### config.mk
export PLATFORM = sky130hd
export DESIGN_NAME = line_steer_ctrl
export DESIGN_NICKNAME = d
export VERILOG_FILES = /design/src/rtl/line_steer_ctrl.sv
export SDC_FILE = /design/constraint.sdc
export NUM_CORES = 1
export LEC_CHECK = 0
export ABC_CLOCK_PERIOD_IN_PS = 10100
export BUFFER_PORTS_ARGS = -buffer_cell sky130_fd_sc_hd__buf_2
export CAP_MARGIN = 20
export CELL_PAD_IN_SITES_DETAIL_PLACEMENT = 0
export CELL_PAD_IN_SITES_GLOBAL_PLACEMENT = 1
export CORE_ASPECT_RATIO = 0.7
export CORE_MARGIN = 2
export CORE_UTILIZATION = 40
export DETAILED_ROUTE_END_ITERATION = 8
export PLACE_DENSITY = 0.8
export REMOVE_ABC_BUFFERS = 1
export SKIP_LAST_GASP = 1
export SYNTH_ARGS = -nofsm -noshare
export SYNTH_HDL_FRONTEND = slang
export SYNTH_SLANG_ARGS = --single-unit
### constraint.sdc
create_clock -name clk -period 10.1 [get_ports clk]
set_input_delay 0 -clock clk [delete_from_list [all_inputs] [get_ports clk]]
set_output_delay 0 -clock clk [all_outputs]
set_load 0.02 [all_outputs]
### src/rtl/line_steer_ctrl.sv
// Purpose: line-following steering controller (PD law, track/search/stop FSM) driving two PWM motor channels.
// Latency: inputs registered once, consumed at the once-per-period tick; new duty applies 1 cycle after the tick (<= 2^PWM_BITS+1 cycles).
// Backpressure: none; inputs are sampled every cycle and the PWM outputs free-run regardless of downstream state.
module line_steer_ctrl #(
    parameter int IMG_W       = 640,
    parameter int PWM_BITS    = 8,
    parameter int KP_SHIFT    = 2,
    parameter int KD_SHIFT    = 3,
    parameter int BASE_DUTY   = 128,
    parameter int SEARCH_DUTY = 64,
    parameter int LOST_LIMIT  = 8
) (
    input  logic                clk,
    input  logic                rst_n,
    input  logic                enable,
    input  logic [10:0]         centroid_x,
    input  logic                line_valid,
    input  logic                line_lost,
    output logic                pwm_left,
    output logic                pwm_right,
    output logic [PWM_BITS-1:0] duty_left,
    output logic [PWM_BITS-1:0] duty_right,
    output logic [1:0]          state,
    output logic                cmd_valid
);

    localparam logic [10:0]          X_MAX    = 11'(IMG_W - 1);
    localparam logic signed [11:0]   SETPT    = 12'(IMG_W / 2);
    localparam int                   LW       = $clog2(LOST_LIMIT + 1);
    localparam logic [PWM_BITS-1:0]  CNT_MAX  = '1;
    localparam logic [PWM_BITS-1:0]  DUTY_MAX = '1;
    localparam logic [PWM_BITS-1:0]  SRCH_D   = PWM_BITS'(SEARCH_DUTY);
    localparam logic signed [15:0]   BASE_W   = 16'(BASE_DUTY);

    typedef enum logic [1:0] {
        ST_IDLE   = 2'd0,
        ST_TRACK  = 2'd1,
        ST_SEARCH = 2'd2,
        ST_STOP   = 2'd3
    } state_t;

    // Registered copies of the tracker outputs; the law never looks at raw inputs
    logic        en_q;
    logic [10:0] x_q;
    logic        vld_q;
    logic        lost_q;

    state_t                state_q;
    logic signed [11:0]    e_prev;
    logic [LW-1:0]         lost_cnt;
    logic [PWM_BITS-1:0]   pwm_cnt;

    // Saturate a wide signed duty into the unsigned PWM range
    function automatic logic [PWM_BITS-1:0] sat_duty(input logic signed [15:0] v);
        logic [PWM_BITS-1:0] r;
        if (v[15])
            r = '0;
        else if (v[14:0] > 15'(DUTY_MAX))
            r = DUTY_MAX;
        else
            r = v[PWM_BITS-1:0];
        return r;
    endfunction

    // Capture tracker outputs and the run request every cycle
    always_ff @(posedge clk or negedge rst_n) begin
        if (!rst_n) begin
            en_q   <= 1'b0;
            x_q    <= '0;
            vld_q  <= 1'b0;
            lost_q <= 1'b0;
        end else begin
            en_q   <= enable;
            x_q    <= centroid_x;
            vld_q  <= line_valid;
            lost_q <= line_lost;
        end
    end

    // A sighting needs valid and not-lost; every other flag combination is a loss
    logic sight_ok;
    assign sight_ok = vld_q & ~lost_q;

    logic                 tick;
    logic [PWM_BITS-1:0]  cnt_n;
    assign tick  = (pwm_cnt == CNT_MAX);
    assign cnt_n = pwm_cnt + 1'b1;

    logic [10:0]          x_cl;
    logic signed [11:0]   err;
    logic signed [12:0]   d_err;
    logic signed [11:0]   p_term;
    logic signed [12:0]   d_term;
    logic signed [12:0]   d_use;
    logic signed [14:0]   corr;
    logic signed [15:0]   left_raw;
    logic signed [15:0]   right_raw;
    logic [PWM_BITS-1:0]  law_l;
    logic [PWM_BITS-1:0]  law_r;
    logic [PWM_BITS-1:0]  srch_l;
    logic [PWM_BITS-1:0]  srch_r;

    // PD law: D term only contributes when already tracking (entry ticks have no valid history)
    always_comb begin
        x_cl      = (x_q > X_MAX) ? X_MAX : x_q;
        err       = $signed({1'b0, x_cl}) - SETPT;
        d_err     = $signed({err[11], err}) - $signed({e_prev[11], e_prev});
        p_term    = err >>> KP_SHIFT;
        d_term    = d_err >>> KD_SHIFT;
        d_use     = (state_q == ST_TRACK) ? d_term : 13'sd0;
        corr      = $signed({{3{p_term[11]}}, p_term}) + $signed({{2{d_use[12]}}, d_use});
        left_raw  = BASE_W + $signed({corr[14], corr});
        right_raw = BASE_W - $signed({corr[14], corr});
        law_l     = sat_duty(left_raw);
        law_r     = sat_duty(right_raw);
        srch_l    = e_prev[11] ? '0 : SRCH_D;
        srch_r    = e_prev[11] ? SRCH_D : '0;
    end

    state_t               state_n;
    logic [PWM_BITS-1:0]  duty_l_n;
    logic [PWM_BITS-1:0]  duty_r_n;
    logic signed [11:0]   e_prev_n;
    logic [LW-1:0]        lost_n;
    logic [LW-1:0]        lost_inc;

    // Next command as it would be applied at this period's tick
    always_comb begin
        state_n  = state_q;
        duty_l_n = duty_left;
        duty_r_n = duty_right;
        e_prev_n = e_prev;
        lost_n   = lost_cnt;
        lost_inc = lost_cnt + 1'b1;
        if (!en_q) begin
            state_n  = ST_IDLE;
            duty_l_n = '0;
            duty_r_n = '0;
            e_prev_n = '0;
            lost_n   = '0;
        end else begin
            case (state_q)
                ST_IDLE, ST_TRACK, ST_SEARCH: begin
                    if (sight_ok) begin
                        state_n  = ST_TRACK;
                        duty_l_n = law_l;
                        duty_r_n = law_r;
                        e_prev_n = err;
                        lost_n   = '0;
                    end else if (state_q != ST_SEARCH) begin
                        state_n  = ST_SEARCH;
                        duty_l_n = srch_l;
                        duty_r_n = srch_r;
                        lost_n   = LW'(1);
                    end else if (lost_inc == LW'(LOST_LIMIT)) begin
                        state_n  = ST_STOP;
                        duty_l_n = '0;
                        duty_r_n = '0;
                        lost_n   = lost_inc;
                    end else begin
                        duty_l_n = srch_l;
                        duty_r_n = srch_r;
                        lost_n   = lost_inc;
                    end
                end
                default: begin
                    duty_l_n = '0;
                    duty_r_n = '0;
                end
            endcase
        end
    end

    // Duty that governs the next cycle: a fresh command takes over exactly at the wrap
    logic [PWM_BITS-1:0] duty_l_eff;
    logic [PWM_BITS-1:0] duty_r_eff;
    assign duty_l_eff = tick ? duty_l_n : duty_left;
    assign duty_r_eff = tick ? duty_r_n : duty_right;

    // FSM, command registers, period counter and glitch-free registered PWM outputs
    always_ff @(posedge clk or negedge rst_n) begin
        if (!rst_n) begin
            state_q    <= ST_IDLE;
            e_prev     <= '0;
            lost_cnt   <= '0;
            pwm_cnt    <= '0;
            duty_left  <= '0;
            duty_right <= '0;
            pwm_left   <= 1'b0;
            pwm_right  <= 1'b0;
            cmd_valid  <= 1'b0;
        end else begin
            pwm_cnt   <= cnt_n;
            cmd_valid <= tick;
            pwm_left  <= (cnt_n < duty_l_eff);
            pwm_right <= (cnt_n < duty_r_eff);
            if (tick) begin
                state_q    <= state_n;
                duty_left  <= duty_l_n;
                duty_right <= duty_r_n;
                e_prev     <= e_prev_n;
                lost_cnt   <= lost_n;
            end
        end
    end

    assign state = state_q;

endmodule

==> results of run 1 <==
-- area by class of cell --
class / count / share of cell area [%]
Multi-Input combinational cell: 369 / 51.3
Clock buffer: 10 / 4.81
Inverter: 34 / 2.57
Clock inverter: 6 / 1.28
Tap cell: 132 / 3.32
Sequential cell: 59 / 29.7
Timing Repair Buffer: 53 / 6.95
-- layer usage --
layer,vias to the layer above,track usage (%),share of wire [%]
met5,-,0,0.13
met4,2,5.04,0.64
met3,8,5.00,5.0
met2,94,25.5,40
met1,1730,29.5,54
li1,1818,-,-
-- sequential cells by signal, indices dropped and copies added (netlist names) --
| name | flops |
|---|---|
| pwm_cnt | 8 |
| pwm_right | 1 |
| e_prev | 12 |
| lost_q | 1 |
| state | 2 |
| x_q | 11 |
| duty_left | 8 |
| pwm_left | 1 |
| lost_cnt | 4 |
| cmd_valid | 1 |
| vld_q | 1 |
| duty_right | 8 |
| en_q | 1 |
-- logic make-up after synthesis --
logic type,after synthesis,share of synthesized area (%)
flip-flops,59,35.0
AO/OA/AOI/OAI,137,22.6
AND/OR/NAND/NOR,160,18.7
XOR/XNOR,26,5.40
adder cells (fa/ha/maj),46,13.8
buffers and inverters,48,4.54
-- metrics by stage --
stage / worst slack [ns] / cells / cell area, um2 / util (%)
6_report: 2.70 / 663 / 4970 / 48.1
5_1_grt: 2.03 / 663 / 4970 / 48.1
4_1_cts: 2.73 / 663 / 4970 / 48.1
3_5_place_dp: 2.79 / 632 / 4510 / 43.8
3_3_place_gp: 2.87 / 632 / 4510 / 43.8
2_1_floorplan: 3.83 / 462 / 4150 / -
-- synth_stat cells, types with 3 or more instances --
library cell   n  area [um2]
dfrtp_1       59        1480
ha_1          45         563
nand2_1       43         161
a21oi_1       34         170
nor2_1        34         128
o21ai_0       33         165
inv_1         32         120
nand3_1       20         100
xnor2_1       15         131
xor2_1        11        96.3
nor3_1        10        50.1
a21o_1         9        67.6
clkbuf_1       9        33.8
nand2b_1       9        56.3
a211oi_1       8        60.1
a221o_1        7        70.1
a221oi_1       7        61.3
nor2b_1        7        43.8
o21a_1         7        52.6
or2_2          7        43.8
and2_1         6        37.5
and3_1         4        25.0
nand4_1        4        25.0
nor3b_1        4        30.0
o21ai_1        4        20.0
buf_2          3        15.0
or3_1          3        18.8
-- cell usage in the layout, fill, tap and decap left out, types with 3 or more instances in the layout --
cell	netlist	layout
a211oi_1	8	8
a21o_1	9	9
a21oi_1	34	34
a221o_1	7	7
a221oi_1	7	7
and2_1	6	6
and3_1	4	4
buf_2	3	36
clkbuf_16	0	9
dfrtp_1	59	59
dlygate4sd3_1	0	15
ha_1	45	45
inv_1	32	32
nand2_1	43	43
nand2b_1	9	9
nand3_1	20	20
nand4_1	4	4
nor2_1	34	34
nor2b_1	7	7
nor3_1	10	10
nor3b_1	4	4
o21a_1	7	7
o21ai_0	33	33
o21ai_1	4	4
or2_2	7	7
or3_1	3	3
xnor2_1	15	15
xor2_1	11	11
-- worst min path at each step --
| stage | startpoint | endpoint | slack (ns) | depth (start not counted) |
|---|---|---|---|---|
| after floorplan | rst_n | cmd_valid$_DFF_PN0_ | -0.30 | 0 |
| after global placement | centroid_x[1] | x_q[1]$_DFF_PN0_ | 0.11 | 1 |
| after detailed placement | enable | en_q$_DFF_PN0_ | 0.11 | 1 |
| after CTS | line_valid | vld_q$_DFF_PN0_ | 0.30 | 2 |
| after global routing | line_lost | lost_q$_DFF_PN0_ | 0.30 | 2 |
| final | line_valid | vld_q$_DFF_PN0_ | 0.31 | 2 |
-- power by group --
| part | internal [W] | total [W] | switching [W] |
|---|---|---|---|
| clock network | 0.000197 | 0.000308 | 0.000110 |
| logic | 0.0000269 | 0.0000669 | 0.0000401 |
| registers | 0.000239 | 0.000242 | 0.00000216 |
| total | 0.000464 | 0.000616 | 0.000152 |
==> results.cfg, run 1 <==
[placement]
gp_congestion = 0.849
portBuffers = 36
place_hpwl_um = 7610

[critical_path]
arrival_ns = 7.65
crit_slowest_cell = or4_1
cpMostUsedCell = ha_1
path_max_fanout = 12
r2r_cells = 31
reg2reg_from = x_q[7]$_DFF_PN0_
r2r_slack_ns = 2.70
path_buf_inv = 2
cp_num_cells = 31
crit_path_end_kind = register
worstSetupStartpointType = register
r2r_end = pwm_right$_DFF_PN0_
critPathLaunch = x_q[7]$_DFF_PN0_
worstPathRequired_ns = 10.35
cp-endpoint = pwm_right$_DFF_PN0_
worstSetupPathType = reg -> reg
max_stage_delay_ns = 0.44
path_delay_family = compound AO/OA/AOI/OAI gates

[synthesis]
yosysWarnings = 0
syn_area_per_cell_um2 = 8.86
synth-main-ff-cell = dfrtp_1
ys_types = 58
yosysSeqAreaShare_pct = 35.0
synth_edf_count = 0
netlist_area_um2 = 4220
yosys_register_bits = 59
syn_inst = 476
async_flop_share_pct = 100

[floorplan]
std_cell_rows = 31
io_pins = 37
die_area_um2 = 11400
die_w_um = 127
initial_core_util_pct = 40.9
core_um2 = 10300
dieHeight_um = 89.9

[route]
num_vias = 3652
first_pass_iters = 5
first_iter_violations = 238
drtAntennaViolNets = 0
wl_per_cell_um = 15.2
finalWirelength_um = 10100
post_drt_via_cell_ratio = 5.51
drc_errors = 0

[clock_tree]
cts_sinks = 59
clkLatencyLatePin_ns = 0.32
cts_resized = 0
htreeDepth = 3
postCtsSetupRepairBufs = 0
numCtsBuffers = 9
root_buffer = clkbuf_16
clkTransAtPathRegs_ns = 0.05
cts_buffer_depth = 2
cts-hold-fix-buffers = 15
cts_tree = built

[grt]
grt_start_max_net_pins = 60
grt_pass1_wl_um = 17300
first_global_vias = 3480
grt_overflow = 0
grt.total_usage_pct = 18.9
antenna_found_initial = 1

[cells_and_area]
syn2layout_area_growth_pct = 17.8
antenna_cells = 0
regArea_um2 = 1480
fillers = 974
layout-drive-gt1-share_pct = 12.6
final_nets = 588
multi_input_area_um2 = 2550

[timing]
setup_viol = 0
tightestPinTransition_ns = 0.778
grt_setup_unrepaired = no
whs_ns = 0.309
skew_ns = 0.00700
post-route-min-period_ns = 7.40
finalHoldViolations = 0
fin_setup_tns_ns = 0
fmax_mhz = 135
finalMaxSlewViolations = 0
fin_crit_sh_pct = 73.2
timing.slew.headroom_pct = 48.0

[worst_hold_path]
hold_path_class = in -> reg

[pwr]
fin_total_pwr_w = 0.000616
total_leakage_power_nw = 2.32
cellPowerDensity_nw_per_um2 = 124
ir_drop_mv = 0.0744

[run_status]
status = complete, no violations

[flow_run]
max_cap_viol_count = 0
Power figures use the tool's default switching activity.
==> run 2: changes to the inputs <==
--- a/config.mk
+++ b/config.mk
@@ -5,7 +5,7 @@
 export SDC_FILE = /design/constraint.sdc
 export NUM_CORES = 1
 export LEC_CHECK = 0
-export ABC_CLOCK_PERIOD_IN_PS = 10100
+export ABC_CLOCK_PERIOD_IN_PS = 7100
 export BUFFER_PORTS_ARGS = -buffer_cell sky130_fd_sc_hd__buf_2
 export CAP_MARGIN = 20
 export CELL_PAD_IN_SITES_DETAIL_PLACEMENT = 0
==> constraint.sdc (replaced) <==
create_clock -name clk -period 7.1 [get_ports clk]
set_input_delay 0 -clock clk [delete_from_list [all_inputs] [get_ports clk]]
set_output_delay 0 -clock clk [all_outputs]
set_load 0.02 [all_outputs]
==> run 2 against run 1 <==
Net effect:
- global-route usage down 0.14 points
- largest cell class unchanged
- highest routed layer is now met4
- register-to-register slack got worse by 2.3 ns
- utilization grew 1.2 points
- first-iteration DRC count is 15% higher
- combinational power grew 51%
==> results.cfg, run 2 (synthesis gave the netlist of run 1 again) <==
[critical_path]
worstSetupPathType = reg -> reg
max_stage_delay_ns = 0.44
worstSetupStartpointType = register
cpMostUsedCell = ha_1
worstPathRequired_ns = 7.36
critPathLaunch = x_q[8]$_DFF_PN0_
path_max_fanout = 12
crit_slowest_cell = or4_1
r2r_slack_ns = 0.43
reg2reg_from = x_q[8]$_DFF_PN0_
arrival_ns = 6.93
crit_path_end_kind = register

[floorplan]
die_w_um = 127
die_area_um2 = 11400
dieHeight_um = 89.9
io_pins = 37
initial_core_util_pct = 40.9
std_cell_rows = 31
core_um2 = 10300

[clock_tree]
htreeDepth = 3
clkTransAtPathRegs_ns = 0.05
cts_sinks = 59
root_buffer = clkbuf_16
clkLatencyLatePin_ns = 0.34
cts_tree = built
cts_buffer_depth = 2
numCtsBuffers = 9

[pwr]
fin_total_pwr_w = 0.000920
switching_share_pct = 23.2
ir_drop_mv = 0.163
total_leakage_power_nw = 2.37
p_seq_share_pct = 37.4
switchingPower_w = 0.000213
combPwrFrac_pct = 11.0
p_int_w = 0.000707
cellPowerDensity_nw_per_um2 = 181
p_clk_share_pct = 51.7

[worst_hold_path]
hold_start = line_lost
hold_path_class = in -> reg

[route]
num_vias = 3636
wl_per_cell_um = 15.3
post_drt_via_cell_ratio = 5.44
first_iter_violations = 274
finalWirelength_um = 10200
drc_errors = 0
first_pass_iters = 5
drtAntennaViolNets = 0

[cells_and_area]
mostFrequentLayoutCells = dfrtp_1 (59), nand2_1 (43), ha_1 (42), buf_2 (36), a21oi_1 (34)
final_common_cell = dfrtp_1
reg_top3 = e_prev: 12 flops, x_q: 11 flops
regMostFlops = e_prev
final_cells = 668
syn2layout_area_growth_pct = 20.6
final_nets = 594
largest_reg_flops = 12
layout-drive-gt1-share_pct = 15.3
antenna_cells = 0

[grt]
grt.total_usage_pct = 18.8
first_global_vias = 3425
grt_overflow = 0
grt_pass1_wl_um = 17000
antenna_found_initial = 0
grtUsageMet1_pct = 28.8
grt_start_max_net_pins = 60
grt_use_met2_pct = 25.8
busiest_layer = met1
use_met3_pct = 4.17

[timing]
finalHoldViolations = 0
fmax_mhz = 150
fin_crit_sh_pct = 94.0
setup_ws_ns = 0.427
grt_setup_unrepaired = no
tightestPinTransition_ns = 0.755
skew_ns = 0.0106
post-route-min-period_ns = 6.67
finalMaxSlewViolations = 0
fin_setup_tns_ns = 0
setup_viol = 0
timing.slew.headroom_pct = 49.7

[placement]
place_inst = 635
portBuffers = 36
gp_congestion = 0.875
preCtsSetupSlack_ns = 0.101
place_hpwl_um = 7610

[run_status]
status = complete, no violations

[flow_run]
max_cap_viol_count = 0
run 2: per-layer routing:
layer	wire, um	up-vias	part of all wire [%]
li1	-	1828	-
met1	5390	1717	53
met2	4160	80	41
met3	490	11	4.8
met4	156	0	1.5
met5	0	-	0
run 2: final cells by class:
| cell class | instances | area, um2 |
|---|---|---|
| Sequential cell | 59 | 1480 |
| Fill cell | 978 | 5230 |
| Timing Repair Buffer | 59 | 390 |
| Inverter | 34 | 128 |
| Tap cell | 132 | 165 |
| Clock buffer | 11 | 253 |
| Clock inverter | 4 | 73.8 |
| Multi-Input combinational cell | 369 | 2600 |
run 2: repair_timing:
| item | 4_1_cts | 5_1_grt |
|---|---|---|
| hold buffers | 15 | 0 |
| setup buffers | 0 | 3 |
| resized for setup | 0 | 11 |
| endpoints found under the hold margin | 73 | 0 |
| endpoints found under the setup margin | 0 | 1 |
run 2: worst paths after layout:
kind | cells after the start | to
setup reg to reg | 31 | pwm_right$_DFF_PN0_
setup / recovery | 31 | pwm_right$_DFF_PN0_
hold reg to reg | 2 | e_prev[1]$_DFFE_PN0P_
hold / removal | 2 | lost_q$_DFF_PN0_
min in group asynchronous | 3 | x_q[3]$_DFF_PN0_
max in group asynchronous | 3 | duty_right[5]$_DFF_PN0_
run 2: power by group through the flow:
| stage | Combinational (W) | Sequential (W) | Clock, W |
|---|---|---|---|
| after detailed placement | 0.0000888 | 0.000349 | 0 |
| after CTS | 0.0000959 | 0.000344 | 0.000485 |
| after global placement | 0.0000879 | 0.000350 | 0 |
| after global routing | 0.000112 | 0.000344 | 0.000500 |
| final | 0.000101 | 0.000344 | 0.000475 |
| after floorplan | 0.0000612 | 0.000349 | 0 |
run 2: metrics by stage:
stage	utilization [%]	hold slack, ns	cell area, um2
after detailed placement	44.0	0.109	4540
after CTS	48.6	0.289	5010
after global placement	44.0	0.108	4540
after floorplan	-	-0.296	4150
after global routing	49.3	0.300	5090
final	49.3	0.301	5090
run 2: critical path: cells and delay by family (launching register included):
| family | cells | cell delay, ns |
|---|---|---|
| buffers and inverters | 2 | 0.24 |
| XOR/XNOR | 3 | 0.54 |
| AO/OA/AOI/OAI | 12 | 2.38 |
| AND/OR/NAND/NOR | 9 | 1.73 |
| flip-flops | 1 | 0.40 |
| adder cells (fa/ha/maj) | 5 | 1.32 |
==> run 3: changes to the inputs <==
--- a/config.mk
+++ b/config.mk
@@ -15,7 +15,6 @@
 export CORE_UTILIZATION = 40
 export DETAILED_ROUTE_END_ITERATION = 8
 export PLACE_DENSITY = 0.8
-export REMOVE_ABC_BUFFERS = 1
 export SKIP_LAST_GASP = 1
 export SYNTH_ARGS = -nofsm -noshare
 export SYNTH_HDL_FRONTEND = slang
==> run 3 against run 2 <==
Net effect:
- power decreased by 0.54%
- critical path depth stayed put
- sequential share of layout area rose by 0.093 points
- maximum frequency increased by 0.99%
- worst hold slack better by 0.0067 ns
- via count barely moved
- clock skew fell by 0.0015 ns
- utilization decreased by 0.16 points
- non-clock buffer count shrank 2
- cell area down 0.32%
- die area did not move
- sequential cell count is the same
- largest cell class unchanged
- largest power group unchanged
==> results.cfg, run 3 (synthesis gave the netlist of run 1 again) <==
[floorplan]
die_area_um2 = 11400
io_pins = 37
core_um2 = 10300
die_w_um = 127
std_cell_rows = 31
initial_core_util_pct = 40.9
dieHeight_um = 89.9

[critical_path]
r2r_slack_ns = 0.49
worstPathRequired_ns = 7.35
crit_slowest_cell = or4_1
arrival_ns = 6.85
cpMostUsedCell = ha_1
worstSetupStartpointType = register
crit_path_end_kind = register
path_max_fanout = 12
max_stage_delay_ns = 0.44
worstSetupPathType = reg -> reg

[cells_and_area]
final_common_cell = dfrtp_1
antenna_cells = 0
mostFrequentLayoutCells = dfrtp_1 (59), nand2_1 (43), ha_1 (43), buf_2 (36), a21oi_1 (34)
reg_top3 = e_prev: 12 flops, x_q: 11 flops
final_cells = 667
syn2layout_area_growth_pct = 20.2
largest_reg_flops = 12
fillers = 997
layout-drive-gt1-share_pct = 15.0
final_nets = 592
regMostFlops = e_prev

[clock_tree]
htreeDepth = 3
cts_sinks = 59
clkTransAtPathRegs_ns = 0.05
cts_buffer_depth = 2
cts_tree = built
numCtsBuffers = 9
clkLatencyLatePin_ns = 0.33
root_buffer = clkbuf_16

[grt]
antenna_found_initial = 0
grt_overflow = 0
grt.total_usage_pct = 18.7
grt_pass1_wl_um = 17100
first_global_vias = 3488
grt_start_max_net_pins = 60

[timing]
finalMaxSlewViolations = 0
timing.slew.headroom_pct = 48.7
setup_ws_ns = 0.493
finalHoldViolations = 0
skew_ns = 0.00906
fmax_mhz = 151
tightestPinTransition_ns = 0.769
fin_setup_tns_ns = 0
post-route-min-period_ns = 6.61
fin_crit_sh_pct = 93.1
setup_viol = 0
whs_ns = 0.308

[route]
post_drt_via_cell_ratio = 5.45
wl_per_cell_um = 15.1
num_vias = 3638
first_iter_violations = 266
drtAntennaViolNets = 0
finalWirelength_um = 10100
drc_errors = 0
first_pass_iters = 4

[flow_run]
max_cap_viol_count = 0

[pwr]
switchingPower_w = 0.000210
ir_drop_mv = 0.102
p_clk_share_pct = 51.6
switching_share_pct = 22.9
total_leakage_power_nw = 2.37
combPwrFrac_pct = 10.8
p_int_w = 0.000705
cellPowerDensity_nw_per_um2 = 180
p_seq_share_pct = 37.6

[placement]
preCtsSetupSlack_ns = 0.128
place_hpwl_um = 7560
portBuffers = 36
place_inst = 633
gp_congestion = 0.861

[worst_hold_path]
hold_path_class = in -> reg

[run_status]
status = complete, no violations

[synthesis]
syn-num-nets = 538
## run 3: changes by cell type in the layout (fill, tap and decap cells not counted), sizes merged
| cell | before | now |
|---|---|---|
| buf | 44 | 42 |
| clkinv | 3 | 4 |
## run 3: worst paths after layout
kind                                           end             startpoint  cells past startpoint
max                            pwm_right$_DFF_PN0_       x_q[8]$_DFF_PN0_                     31
min reg2reg                  e_prev[0]$_DFFE_PN0P_  e_prev[0]$_DFFE_PN0P_                      2
max reg2reg                    pwm_right$_DFF_PN0_       x_q[8]$_DFF_PN0_                     31
max in group asynchronous  duty_right[0]$_DFF_PN0_                  rst_n                      3
min                               x_q[1]$_DFF_PN0_          centroid_x[1]                      2
min in group asynchronous    e_prev[2]$_DFFE_PN0P_                  rst_n                      3
## run 3: metal layers
layer	track usage, %	wire length, um	vias to the layer above
met5	0	0	-
met4	4.40	67	0
met3	5.42	601	7
met2	26.4	4110	91
met1	28.2	5280	1721
li1	-	-	1819
## run 3: metrics by stage
step	util, %	area (um2)	power, W
after floorplan	-	4220	0.000410
after global placement	43.8	4520	0.000436
after detailed placement	43.8	4520	0.000437
after CTS	48.5	5000	0.000923
after global routing	49.1	5070	0.000959
final	49.1	5070	0.000915
## run 3: final cells by class
| class | instances | area, um2 | share of cell area, % |
|---|---|---|---|
| clock buffers | 11 | 253 | 4.99 |
| clock inverters | 5 | 75.1 | 1.48 |
| inverters | 34 | 128 | 2.52 |
| multi-input cells | 369 | 2600 | 51.2 |
| flip-flops and latches | 59 | 1480 | 29.1 |
| well taps | 132 | 165 | 3.26 |
| repair buffers | 57 | 375 | 7.40 |
## run 3: what timing repair did
action | CTS | global route
endpoints found under the setup margin | 0 | 2
hold endpoints to repair | 73 | 0
setup buffers | 0 | 3
resized for setup | 0 | 10
hold buffers | 15 | 0
## run 3: power by group through the flow
stage | clock (W) | combinational, W | sequential (W)
global route | 0.000504 | 0.000111 | 0.000344
CTS | 0.000484 | 0.0000945 | 0.000344
finish | 0.000472 | 0.0000992 | 0.000344
detailed placement | 0 | 0.0000875 | 0.000350
global placement | 0 | 0.0000863 | 0.000349
floorplan | 0 | 0.0000624 | 0.000348
## run 3: worst max-delay path, delay by kind of cell (launching register included)
kind            cells  cell delay (ns)
xor+xnor            1             0.17
flops               1             0.41
buf+inv             2             0.16
compound gates     14             2.64
fa+ha+maj           4             1.22
simple gates       10             1.92
